### src/rtl/load_store_unit.sv
// load_store_unit: sequences 8/16-bit loads and stores into little-endian byte accesses
// on an 8-bit data memory, with range checking and valid/ready request and response.
module load_store_unit #(
  parameter int ADDR_W    = 8,
  parameter int MEM_DEPTH = 32
) (
  input  logic              clk,
  input  logic              reset,
  input  logic              req_valid,
  output logic              req_ready,
  input  logic              req_write,
  input  logic              req_wide,
  input  logic              req_signed,
  input  logic [ADDR_W-1:0] req_addr,
  input  logic [15:0]       req_wdata,
  output logic              resp_valid,
  input  logic              resp_ready,
  output logic [15:0]       resp_rdata,
  output logic              resp_err,
  output logic [ADDR_W-1:0] mem_address,
  output logic [7:0]        mem_writeData,
  output logic              mem_MemWrite,
  output logic              mem_MemRead,
  input  logic [7:0]        mem_readData
);
  typedef enum logic [1:0] {IDLE, ACC0, ACC1, RESP} state_t;
  state_t            state_q, state_d;
  logic              write_q, wide_q, signed_q, err_q;
  logic [ADDR_W-1:0] addr_q;
  logic [15:0]       wdata_q;
  logic [7:0]        lo_q, hi_q;
  logic [ADDR_W:0]   addr_ext, addr_hi;
  logic              range_err, accept, acc;
  logic [15:0]       result;
  // One extra bit so the top address plus one cannot wrap back into range.
  assign addr_ext  = {1'b0, req_addr};
  assign addr_hi   = addr_ext + (ADDR_W+1)'(1);
  assign range_err = (addr_ext >= (ADDR_W+1)'(MEM_DEPTH)) ||
                     (req_wide && addr_hi >= (ADDR_W+1)'(MEM_DEPTH));
  assign accept    = req_valid && state_q == IDLE;
  assign acc       = state_q == ACC0 || state_q == ACC1;
  assign result    = (err_q || write_q) ? 16'h0000 :
                     wide_q ? {hi_q, lo_q} :
                     signed_q ? {{8{lo_q[7]}}, lo_q} : {8'h00, lo_q};
  always_comb begin
    state_d = state_q;
    case (state_q)
      IDLE: state_d = req_valid ? (range_err ? RESP : ACC0) : IDLE;
      ACC0: state_d = wide_q ? ACC1 : RESP;
      ACC1: state_d = RESP;
      RESP: state_d = resp_ready ? IDLE : RESP;
      default: state_d = IDLE;
    endcase
  end
  assign req_ready     = state_q == IDLE;
  assign resp_valid    = state_q == RESP;
  assign resp_err      = resp_valid && err_q;
  assign resp_rdata    = resp_valid ? result : 16'h0000;
  assign mem_MemWrite  = acc && write_q;
  assign mem_MemRead   = acc && !write_q;
  assign mem_address   = state_q == ACC0 ? addr_q :
                         state_q == ACC1 ? addr_q + ADDR_W'(1) : '0;
  assign mem_writeData = !mem_MemWrite ? 8'h00 :
                         state_q == ACC0 ? wdata_q[7:0] : wdata_q[15:8];
  always_ff @(posedge clk) begin
    if (reset) begin
      state_q  <= IDLE;
      write_q  <= 1'b0;
      wide_q   <= 1'b0;
      signed_q <= 1'b0;
      err_q    <= 1'b0;
      addr_q   <= '0;
      wdata_q  <= '0;
      lo_q     <= '0;
      hi_q     <= '0;
    end else begin
      state_q <= state_d;
      if (accept) begin
        write_q  <= req_write;
        wide_q   <= req_wide;
        signed_q <= req_signed;
        err_q    <= range_err;
        addr_q   <= req_addr;
        wdata_q  <= req_wdata;
      end
      if (state_q == ACC0 && !write_q) lo_q <= mem_readData;
      if (state_q == ACC1 && !write_q) hi_q <= mem_readData;
    end
  end
endmodule
### config.mk
export PLATFORM = sky130hd
export DESIGN_NAME = load_store_unit
export DESIGN_NICKNAME = d
export VERILOG_FILES = /design/src/rtl/load_store_unit.sv
export SDC_FILE = /design/constraint.sdc
export NUM_CORES = 1
export LEC_CHECK = 0
export BUFFER_PORTS_ARGS = -buffer_cell sky130_fd_sc_hd__buf_2
export CORE_ASPECT_RATIO = 0.75
export CORE_MARGIN = 10
export CORE_UTILIZATION = 26
export DETAILED_ROUTE_END_ITERATION = 10
export PLACE_DENSITY = 0.55
export SLEW_MARGIN = 20
export SYNTH_ARGS = -nofsm -noshare
export SYNTH_HDL_FRONTEND = slang
export SYNTH_SLANG_ARGS = --single-unit
### constraint.sdc
create_clock -name clk -period 3.3 [get_ports clk]
set_input_delay 0.66 -clock clk [delete_from_list [all_inputs] [get_ports clk]]
set_output_delay 0.66 -clock clk [all_outputs]
set_load 0.005 [all_outputs]
==> results.md <==
* Post-route cell area at approximately 2800 µm²
* Die width at 126.4 µm
* Leading cell types in the layout, fill and taps excluded: 75 x buf_2, 64 x nand2_1, 46 x dfxtp_1
* Min cycle time layout at 2.656 ns
* Post-Route M1 WL at ~3.2 mm
* Least-Margin Pin Slew at roughly 0.94 ns
* Worst IR Drop VDD at between 0.2 and 0.25 mV
* Io pins at 76
* Routed WL per cell at 13.80 µm
* Synth Register Bits at between 40 and 50
* Status: finished clean
* Max-Cap Viols at 0
* Initial Util at a little over a quarter
* Setup crit start kind: flip-flop
* Worst endpoint data arrival time at 2.00 ns
* Largest net degree at the start of global routing at about 50
* Die height at roughly 100 µm
* Gr ovfl total at 0
* Max-Slew Margin vs Limit at between 30 and 40%
* Clock sink count at 46
* Static leakage at around 1.3 nW
* Number of synthesized flops with an enable pin at 0
* Syn-to-layout area delta at 28.78%
* Root Driver: clkbuf_16
* CTS tree: done
* Clock Path Buffers at 2
* Die area at roughly 13000 µm²
* Total track usage at 9.863%
* Most common cell after layout, fill and taps aside: buf_2
* WL met3 at about 310 µm
* Top layer in use: met4
* Routability Congestion at 0.7119
* Slew Limit Fails at 0
* Clock skew at a little under 0.003 ns
* Drt first pass iters at 4
* Post-synth ARST share at 0%
* Syn Area/Cell at 7.887 µm²
* Post-CTS Setup Bufs at 0
* Top FF cell, synth: dfxtp_1
* Endpoints failing hold at 0
* Crit path kind: reg2out
* Vias in the first global route at just over 2000
* DRC at 0
* Rows at 29
* Mapped cell area at approximately 2200 µm²
* Layout cell share with drive strength beyond 1 at 26.14%
* Count of different cell masters after synthesis at 31
* Worst setup EP type: output port
* Routed Antenna Nets at 0
* Cells after synthesis at 280
* Cell Pwr Density at 553.4 nW/µm²
* Syn Nets at 324
* CTS buffer count at 5
* Syn. warnings at 0
* Post-Route WL at around 6.3 mm
* # setup viols final at 0
* Clock-pin slew on the worst setup and hold paths at roughly 0.06 ns
* Initial antenna violation count at 0
* Post-DP HPWL at between 4 and 5 mm
* 1st-iter DRT viols at between 80 and 90
* Core box area at around 8400 µm²
* Diode count at 0
* Vias per Instance at between 4 and 5
* Met2 wire len at 2.787 mm
* Post-layout util at roughly a third
* Worst skew pair latency at 0.28 ns
* Upper clock frequency limit at around 380 MHz
* Total Nets Final at roughly 400
* H-tree levels at 2
* Critical-path maximum fanout at 14
* First-pass GRT wire length at about 11 mm
* Hold crit path type: reg2reg
* Required time worst endpoint at around 2.6 ns
* Post-CTS Hold Fix Bufs at 0
* Via count at ~2000
* PortBufs at 75
* Post-synthesis sequential area ratio at 41.70%
* Unrepaired setup endpoints after global routing: no
* Placed cell areas at between 2000 and 3000 µm²
* Post-route clock period utilization at 80.50%
* PostCTS Resize Cnt at 0
* Setup TNS at 0 ns
## synthesized netlist by cell type (all sizes together) (2+ instances only)
master	number	share of area (%)
and2	10	2.8
inv	12	2.0
nand2	64	11
o311ai	4	1.6
nand3	3	0.68
o31ai	2	0.68
or4	2	0.68
clkbuf	8	1.4
o21ai	7	1.6
a21oi	37	8.4
dfxtp	46	42
nor2b	6	1.7
mux2i	25	11
nor2	27	4.6
nand4	2	0.85
ha	5	2.8
buf	8	2.0
nand2b	4	1.2
## per-layer routing
layer | vias to the layer above | track usage [%]
met5 | - | 0
met3 | 4 | 2.738
met4 | 0 | 2.882
li1 | 1071 | -
met1 | 931 | 12.84
met2 | 42 | 15.57
## kinds of logic (layout without fill, tap and decap cells)
family          Yosys count  count (layout)  synth area share (%)
simple gates            121             121                 24.53
compound gates           54              54                 13.71
flops                    46              46                 41.70
buf+inv                  28             100                 5.382
mux                      26              26                 11.84
fa+ha+maj                 5               5                 2.833
## path summary, 6_finish.rpt
kind	startpoint	endpoint	slack [ns]	depth (start not counted)
max	state_q[1]$_SDFF_PP0_	mem_address[7]	0.64	6
min	wdata_q[14]$_SDFFE_PP0P_	wdata_q[14]$_SDFFE_PP0P_	0.45	2
max reg2reg	state_q[1]$_SDFF_PP0_	lo_q[6]$_SDFFE_PP0P_	1.37	6
min reg2reg	wdata_q[14]$_SDFFE_PP0P_	wdata_q[14]$_SDFFE_PP0P_	0.45	2
## cell type report
| type | count | area, µm² |
|---|---|---|
| Inverter | 12 | 45.04 |
| Clock buffer | 7 | 152.6 |
| Multi-Input combinational cell | 206 | 1169 |
| Timing Repair Buffer | 80 | 412.9 |
| Sequential cell | 46 | 920.9 |
| Tap cell | 108 | 135.1 |
| Clock inverter | 1 | 8.758 |
| Fill cell | 900 | 5538 |
## per-stage QoR
step	hold WS [ns]	setup WS [ns]	total power, mW	std cells
final	0.4541	0.6436	1.574	460
after global routing	0.4834	0.4971	1.673	460
after CTS	0.4551	0.6341	1.602	460
after detailed placement	0.4462	0.9464	1.066	452
after global placement	0.4442	1.000	1.061	452
after floorplan	0.4357	1.293	0.9392	280
## sequential cells by signal (all words and copies together), names as in the netlist
name and flops:
state_q 2, wide_q 1, addr_q 8, err_q 1, write_q 1, hi_q 8, signed_q 1, lo_q 8
wdata_q 16
## report_power, final
part           switching, mW  total, mW  leakage (nW)  internal [mW]
registers             0.0458      0.667         0.377          0.621
clock network          0.204      0.528        0.0801          0.323
logic                  0.220      0.379         0.847          0.159
total                  0.470       1.57          1.30           1.10
## critical path: stages (launching register included)
cell and delay (ns):
dfxtp_1 0.36, inv_1 0.07, ha_1 0.33, nand2b_2 0.26, or4_1 0.51, nand2_1 0.08
buf_2 0.11
No activity file was read; power rests on OpenSTA's default activity.
